--- src/rtl/pcs_rx_word_aligner_pkg.sv ---
// Shared constants, FSM encoding and helpers for the PCS receive word aligner.
package pcs_rx_pkg;

    localparam logic [9:0] K28_5_RDN = 10'b0011111010;
    localparam logic [9:0] K28_5_RDP = 10'b1100000101;

    typedef enum logic [1:0] {
        UNALIGNED = 2'd0,
        CHECK     = 2'd1,
        LOCKED    = 2'd2
    } align_state_t;

    // Width of the bit-offset field for a word of sym_per_word 10-bit symbols.
    function automatic int off_width(input int sym_per_word);
        return $clog2(10 * sym_per_word);
    endfunction

    function automatic logic is_comma(input logic [9:0] sym);
        return (sym == K28_5_RDN) || (sym == K28_5_RDP);
    endfunction

endpackage

--- src/rtl/pcs_rx_word_aligner_if.sv ---
// Receive-side bus between the bit collector / elastic buffer and the word aligner.
// Lock_Loss_Cnt is present only when ALIGN_LOSS_CNT_EN is defined.
interface pcs_rx_word_aligner_if #(
    parameter int SYM_PER_WORD = 2
);
    localparam int W  = 10 * SYM_PER_WORD;
    localparam int OW = pcs_rx_pkg::off_width(SYM_PER_WORD);

    logic [W-1:0]            Data_in;
    logic                    Data_in_Valid;
    logic [W-1:0]            Data_out;
    logic [SYM_PER_WORD-1:0] Comma_Det;
    logic                    RX_Valid;
    logic [OW-1:0]           Align_Offset;
    logic                    Lock_Lost;
`ifdef ALIGN_LOSS_CNT_EN
    logic [7:0]              Lock_Loss_Cnt;

    modport master (
        output Data_in, Data_in_Valid,
        input  Data_out, Comma_Det, RX_Valid, Align_Offset, Lock_Lost, Lock_Loss_Cnt
    );
    modport slave (
        input  Data_in, Data_in_Valid,
        output Data_out, Comma_Det, RX_Valid, Align_Offset, Lock_Lost, Lock_Loss_Cnt
    );
`else
    modport master (
        output Data_in, Data_in_Valid,
        input  Data_out, Comma_Det, RX_Valid, Align_Offset, Lock_Lost
    );
    modport slave (
        input  Data_in, Data_in_Valid,
        output Data_out, Comma_Det, RX_Valid, Align_Offset, Lock_Lost
    );
`endif
endinterface

--- src/rtl/pcs_rx_word_aligner_comma_search.sv ---
// Combinational scan of every candidate bit offset for a K28.5 comma; the lowest hit wins.
module pcs_rx_word_aligner_comma_search
    import pcs_rx_pkg::*;
#(
    parameter int W  = 20,
    parameter int OW = 5
) (
    input  logic [W+8:0]  window,
    output logic          hit,
    output logic [OW-1:0] hit_q
);

    always_comb begin
        hit   = 1'b0;
        hit_q = '0;
        // Scan downwards so the final assignment is the lowest matching offset.
        for (int i = W - 1; i >= 0; i--) begin
            if (is_comma(window[i +: 10])) begin
                hit   = 1'b1;
                hit_q = OW'(i);
            end
        end
    end

endmodule

--- src/rtl/pcs_rx_word_aligner.sv ---
// PCS receive word aligner: comma search, lock/unlock hysteresis and aligned word output.
// Optional lock-loss counter enabled by defining ALIGN_LOSS_CNT_EN.
module pcs_rx_word_aligner
    import pcs_rx_pkg::*;
#(
    parameter int SYM_PER_WORD = 2,
    parameter int LOCK_COUNT   = 3,
    parameter int UNLOCK_COUNT = 4
) (
    input  logic                  CLK,
    input  logic                  Rst,
    pcs_rx_word_aligner_if.slave  rx
);

    localparam int W  = 10 * SYM_PER_WORD;
    localparam int OW = off_width(SYM_PER_WORD);

    align_state_t            state, state_nxt;
    logic [OW-1:0]           off, off_nxt;
    logic [3:0]              cnt, cnt_nxt;
    logic [3:0]              err, err_nxt;
    logic                    lost_nxt;

    logic [W-1:0]            prev_p0;
    logic [2*W-2:0]          window_p0;
    logic                    vld_p0;
    logic                    hit;
    logic [OW-1:0]           hit_q;
    logic                    aligned;
    logic [W-1:0]            word_p0;
    logic [SYM_PER_WORD-1:0] cdet_p0;

    logic [W-1:0]            data_p1;
    logic [SYM_PER_WORD-1:0] cdet_p1;
    logic                    rxv_p1;
    logic                    lost_p1;

    // Stage p0: window of current word over the previous valid word, comma scan
    assign vld_p0    = rx.Data_in_Valid;
    assign window_p0 = {rx.Data_in[W-2:0], prev_p0};

    pcs_rx_word_aligner_comma_search #(
        .W  (W),
        .OW (OW)
    ) u_comma_search (
        .window (window_p0[W+8:0]),
        .hit    (hit),
        .hit_q  (hit_q)
    );

    // A comma landing on any symbol lane boundary at or above the offset keeps alignment.
    always_comb begin
        aligned = 1'b0;
        for (int k = 0; k < SYM_PER_WORD; k++) begin
            if (int'(hit_q) == int'(off) + 10 * k) aligned = 1'b1;
        end
    end

    always_comb begin
        state_nxt = state;
        off_nxt   = off;
        cnt_nxt   = cnt;
        err_nxt   = err;
        lost_nxt  = 1'b0;
        if (vld_p0 && hit) begin
            case (state)
                UNALIGNED: begin
                    off_nxt   = hit_q;
                    cnt_nxt   = 4'd1;
                    state_nxt = (LOCK_COUNT == 1) ? LOCKED : CHECK;
                end
                CHECK: begin
                    if (aligned) begin
                        cnt_nxt = cnt + 4'd1;
                        if (cnt_nxt == 4'(LOCK_COUNT)) state_nxt = LOCKED;
                    end else begin
                        off_nxt = hit_q;
                        cnt_nxt = 4'd1;
                    end
                end
                LOCKED: begin
                    if (aligned) begin
                        err_nxt = 4'd0;
                    end else if (err + 4'd1 == 4'(UNLOCK_COUNT)) begin
                        state_nxt = UNALIGNED;
                        err_nxt   = 4'd0;
                        lost_nxt  = 1'b1;
                    end else begin
                        err_nxt = err + 4'd1;
                    end
                end
                default: state_nxt = UNALIGNED;
            endcase
        end
    end

    // A freshly captured offset already steers the word being registered.
    assign word_p0 = window_p0[off_nxt +: W];

    always_comb begin
        cdet_p0 = '0;
        for (int i = 0; i < SYM_PER_WORD; i++) begin
            cdet_p0[i] = is_comma(word_p0[10*i +: 10]);
        end
    end

    always_ff @(posedge CLK) begin
        if (Rst) begin
            state <= UNALIGNED;
            off   <= '0;
            cnt   <= 4'd0;
            err   <= 4'd0;
        end else if (vld_p0) begin
            state <= state_nxt;
            off   <= off_nxt;
            cnt   <= cnt_nxt;
            err   <= err_nxt;
        end
    end

    // Stage p1: aligned output register, flags travel with the word
    always_ff @(posedge CLK) begin
        if (Rst) begin
            prev_p0 <= '0;
            data_p1 <= '0;
            cdet_p1 <= '0;
            rxv_p1  <= 1'b0;
            lost_p1 <= 1'b0;
        end else begin
            lost_p1 <= lost_nxt;
            if (vld_p0) begin
                prev_p0 <= rx.Data_in;
                data_p1 <= word_p0;
                cdet_p1 <= cdet_p0;
                rxv_p1  <= (state_nxt == LOCKED);
            end
        end
    end

`ifdef ALIGN_LOSS_CNT_EN
    logic [7:0] loss_cnt;

    always_ff @(posedge CLK) begin
        if (Rst) begin
            loss_cnt <= 8'd0;
        end else if (lost_nxt && loss_cnt != 8'hFF) begin
            loss_cnt <= loss_cnt + 8'd1;
        end
    end

    assign rx.Lock_Loss_Cnt = loss_cnt;
`endif

    assign rx.Data_out     = data_p1;
    assign rx.Comma_Det    = cdet_p1;
    assign rx.RX_Valid     = rxv_p1;
    assign rx.Align_Offset = off;
    assign rx.Lock_Lost    = lost_p1;

endmodule
--- src/flat_wrapper.sv ---
// flat-port wrapper written by rule: the top's interface ports become plain ports
module pcs_rx_word_aligner_flat import pcs_rx_pkg::*;
#(
    parameter int SYM_PER_WORD = 2,
    parameter int LOCK_COUNT   = 3,
    parameter int UNLOCK_COUNT = 4
)
  (CLK, Rst, rx_Data_in, rx_Data_in_Valid, rx_Data_out, rx_Comma_Det, rx_RX_Valid, rx_Align_Offset, rx_Lock_Lost);
  pcs_rx_word_aligner_if #(.SYM_PER_WORD(SYM_PER_WORD)) rx_i ();
  input  logic CLK;
  input  logic Rst;
  input wire logic [$bits(rx_i.Data_in)-1:0] rx_Data_in;
  input wire logic [$bits(rx_i.Data_in_Valid)-1:0] rx_Data_in_Valid;
  output wire logic [$bits(rx_i.Data_out)-1:0] rx_Data_out;
  output wire logic [$bits(rx_i.Comma_Det)-1:0] rx_Comma_Det;
  output wire logic [$bits(rx_i.RX_Valid)-1:0] rx_RX_Valid;
  output wire logic [$bits(rx_i.Align_Offset)-1:0] rx_Align_Offset;
  output wire logic [$bits(rx_i.Lock_Lost)-1:0] rx_Lock_Lost;
  assign rx_i.Data_in = rx_Data_in;
  assign rx_i.Data_in_Valid = rx_Data_in_Valid;
  assign rx_Data_out = rx_i.Data_out;
  assign rx_Comma_Det = rx_i.Comma_Det;
  assign rx_RX_Valid = rx_i.RX_Valid;
  assign rx_Align_Offset = rx_i.Align_Offset;
  assign rx_Lock_Lost = rx_i.Lock_Lost;
  pcs_rx_word_aligner #(.SYM_PER_WORD(SYM_PER_WORD), .LOCK_COUNT(LOCK_COUNT), .UNLOCK_COUNT(UNLOCK_COUNT)) u_core (.CLK(CLK), .Rst(Rst), .rx(rx_i));
endmodule
--- config.mk ---
export PLATFORM = sky130hd
export DESIGN_NAME = pcs_rx_word_aligner_flat
export DESIGN_NICKNAME = d
export VERILOG_FILES = /design/src/rtl/pcs_rx_word_aligner_pkg.sv /design/src/rtl/pcs_rx_word_aligner_if.sv /design/src/rtl/pcs_rx_word_aligner_comma_search.sv /design/src/rtl/pcs_rx_word_aligner.sv /design/src/flat_wrapper.sv
export SDC_FILE = /design/constraint.sdc
export NUM_CORES = 1
export LEC_CHECK = 0
export CAP_MARGIN = 10
export CELL_PAD_IN_SITES_DETAIL_PLACEMENT = 1
export CELL_PAD_IN_SITES_GLOBAL_PLACEMENT = 1
export CORE_ASPECT_RATIO = 1.75
export CORE_MARGIN = 1
export CORE_UTILIZATION = 46
export CTS_BUF_LIST = sky130_fd_sc_hd__clkbuf_4
export DETAILED_ROUTE_END_ITERATION = 10
export GPL_TIMING_DRIVEN = 1
export PLACE_DENSITY_LB_ADDON = 0.12
export SLEW_MARGIN = 10
export SYNTH_ARGS = -nofsm -noshare
export SYNTH_HDL_FRONTEND = slang
export SYNTH_SLANG_ARGS = --single-unit
--- constraint.sdc ---
create_clock -name CLK -period 6.5 [get_ports CLK]
set_clock_uncertainty 0.15 [all_clocks]
set_input_delay 0.65 -clock CLK [delete_from_list [all_inputs] [get_ports CLK]]
set_output_delay 0.65 -clock CLK [all_outputs]
set_load 0.05 [all_outputs]
==> summary.md <==
| Metric | Value |
|---|---|
| Sequential fraction of the synthesis area | `20.1%` |
| Gp weighted congestion | `1.02` |
| Seq. cell area | `1180 um^2` |
| Sw Ratio | `34.3%` |
| Worst Hold Class | `register to register` |
| Fmax | `159 MHz` |
| Psw | `320 uW` |
| R2R setup slack | `0.28 ns` |
| Clock transition at path regs | `0.10 ns` |
| Die area | `13200 um^2` |
| Post-CTS Resized | `0` |
| Yosys top cell area share | `20.1%` |
| Largest net degree at the start of global routing | `61` |
| PwrDens | `140 nW/um^2` |
| Hold depth | `2` |
| CP max FO | `14` |
| Share of total power in the clock network | `33.0%` |
| Main area contributors after synthesis | `dfxtp_1, mux4_2, mux2i_1` |
| GRT met3 Usage | `4.85%` |
| Post-synth ARST share | `0%` |
| FP Rows | `54` |
| Most common library cells after synthesis | `nor2_1, dfxtp_1, nand2_1` |
| Share of post-route cells with drive strength above 1 | `16.2%` |
| H-tree levels | `3` |
| Die Wd | `87.4 um` |
| Vias in the first global route | `6259` |
| Nets | `757` |
| Via count | `6162` |
| Leak pwr | `0.00235 uW` |
| Crit path kind | `primary input to register` |
| FILL cells | `1524` |
| Layout area overhead | `13.6%` |
| Worst Setup End Kind | `register` |
| Antenna viol nets, final | `0` |
| First-pass DRT Iterations | `5` |
| Final Cycle Share | `96.8%` |
| EDFF count, synth | `0` |
| VDD IR max | `0.128 mV` |
| Final WL | `22600 um` |
| Total global routing overflow | `0` |
| Syn_area_per_cell | `8.37 um^2` |
| Post-synth cell types | `78` |
| DRT iter0 DRCs | `352` |
| # clock sinks | `59` |
| Synthesis-stage register bit count | `59` |
| Inst Count DP | `886` |
| Pre-CTS setup slack | `-0.0344 ns` |
| Clock Tree Buf Depth | `2` |
| Final worst slack | `0.209 ns` |
| Crit start category | `primary input` |
| Post-DP HPWL | `17200 um` |
| Final Max Tran Viols | `0` |
| Status | `complete, no violations` |
| Rel. slew slack | `35.9%` |
| IO Port Bufs | `51` |
| Final min period | `6.29 ns` |
| Total global-route track usage | `35.5%` |
| Busiest metal layer after global routing | `met2` |
| Root buffer cell | `clkbuf_4` |
| Max-Cap Viols | `0` |
| Via density | `6.82` |
| Total CTS buffers | `9` |
| M2 GR Usage | `65.0%` |
| Yosys warns | `0` |
| Worst-skew pair later-pin latency | `0.45 ns` |
| Area taken by multi-input logic gates | `4300 um^2` |
| CTS tree | `yes` |
| Hold Violations, Final | `0` |
| Avg WL per Cell | `25.0 um` |
| Area leader, netlist | `dfxtp_1` |
| CP required | `6.72 ns` |
| Crit path DAT | `6.51 ns` |
| Io pins | `52` |
| Core area | `12400 um^2` |
| Final Util | `53.6%` |
| Synthesized cell area | `5860 um^2` |
| # Post-CTS Setup Buffers | `0` |
| Remaining DRCs | `0` |
| Most numerous cell in the Yosys netlist | `nor2_1` |
| Syn Nets | `729` |
| Comb pwr share | `23.0%` |
| Non-filler cells, final | `903` |
| Seq pwr share | `44.0%` |
| Slew @ Worst Pin | `0.943 ns` |
| Initial antenna violation count | `1` |
| Met1 GRT Util | `37.0%` |
| Register-to-Register Path Depth | `16` |
| Internal | `614 uW` |
| Post-Synthesis Cells | `701` |
| Global-route wire length before repair | `34900 um` |
| RSZ-0062 raised after global routing | `no` |
| Hold buffers post-CTS | `0` |
| Die Y | `151 um` |
| Top_reg_cell synth | `dfxtp_1` |
| Initial core utilization | `47.2%` |
| Endpoints failing setup | `0` |
worst max-delay path, stage by stage:
cell and delay (ns):
clkdlybuf4s50_1 0.78, nor4bb_1 0.47, a22oi_1 0.17, o22ai_1 0.46
a221oi_2 0.14, a31oi_1 0.32, a221oi_1 0.18, a211oi_1 0.25
o21ai_2 0.12, a41oi_4 0.25, mux2i_2 0.83, nor2_1 0.30
a221oi_1 0.50, nor2_1 0.10, nor2_1 0.21, o2111ai_1 0.15
or4_1 0.52, o211ai_1 0.10
routing by layer:
metal	wire, um	part of all wire (%)	vias up
li1	-	-	2741
met1	7830	35	3004
met2	12100	53	327
met3	1220	5.4	90
met4	1470	6.5	0
met5	0	0	-
stage by stage:
step	hold slack, ns	TNS (ns)	instance area, um^2	power [uW]
floorplan	0.313	0	5860	546
global placement	0.323	0	6510	623
detailed placement	0.332	-0.0344	6510	629
CTS	0.348	0	6660	937
global route	0.362	0	6660	973
finish	0.339	0	6660	934
final cells by class:
type / instances / share of cell area (%)
flip-flops and latches: 59 / 17.7
well taps: 168 / 3.15
clock buffers: 9 / 1.01
inverters: 7 / 0.394
diodes: 1 / 0.0376
repair buffers: 88 / 11.9
multi-input cells: 564 / 64.6
clock inverters: 7 / 1.24
state kept, by name (all words and copies together), names as in the netlist:
register,flops
u_core.rx.Data_out,20
u_core.rx.Align_Offset,5
u_core.rx.Lock_Lost,1
u_core.prev_p0,20
u_core.rx.Comma_Det,2
u_core.err,4
u_core.state,2
u_core.rx.RX_Valid,1
u_core.cnt,4
cell usage in the layout, fill, tap and decap left out, types with 11 or more instances in the layout:
cell and n:
a211oi_1 21, nor3_1 16, o22ai_1 11, a21oi_1 32, mux2i_1 43, nand2b_1 13
nand2_1 55, a22oi_1 16, nor2_1 99, nand3_1 16, buf_4 36, nand4_1 12
clkdlybuf4s50_1 49, mux4_2 38, nor4b_1 11, o21ai_0 15, nor4_1 12, dfxtp_1 59
power by group through the flow:
| stage | Clock, uW | Combinational, uW | Sequential (uW) |
|---|---|---|---|
| 2_1_floorplan | 0 | 125 | 420 |
| 5_1_grt | 333 | 227 | 413 |
| 3_3_place_gp | 0 | 207 | 417 |
| 6_report | 308 | 214 | 411 |
| 3_5_place_dp | 0 | 211 | 418 |
| 4_1_cts | 316 | 212 | 410 |
final timing paths:
path,start,to
min,u_core.rx.Data_out[19],u_core.rx.Data_out[19]
max reg2reg,u_core.prev_p0[12],u_core.rx.Comma_Det[1]
max,rx_Data_in[3],u_core.rx.Comma_Det[1]
min reg2reg,u_core.rx.Data_out[19],u_core.rx.Data_out[19]
cells by family (layout without fill, tap and decap cells):
kind of cell	Yosys count	in the layout	share of synthesized area, %
buffers and inverters	78	111	6.64
DFF	59	59	20.1
xor gates and xnor gates	5	5	0.747
other	0	1	0
adders and majority gates	5	5	1.07
AOI/OAI and AO/OA	152	152	18.9
muxes	89	89	23.5
and+or+nand+nor	313	313	29.0
No activity file was read; power rests on OpenSTA's default activity.
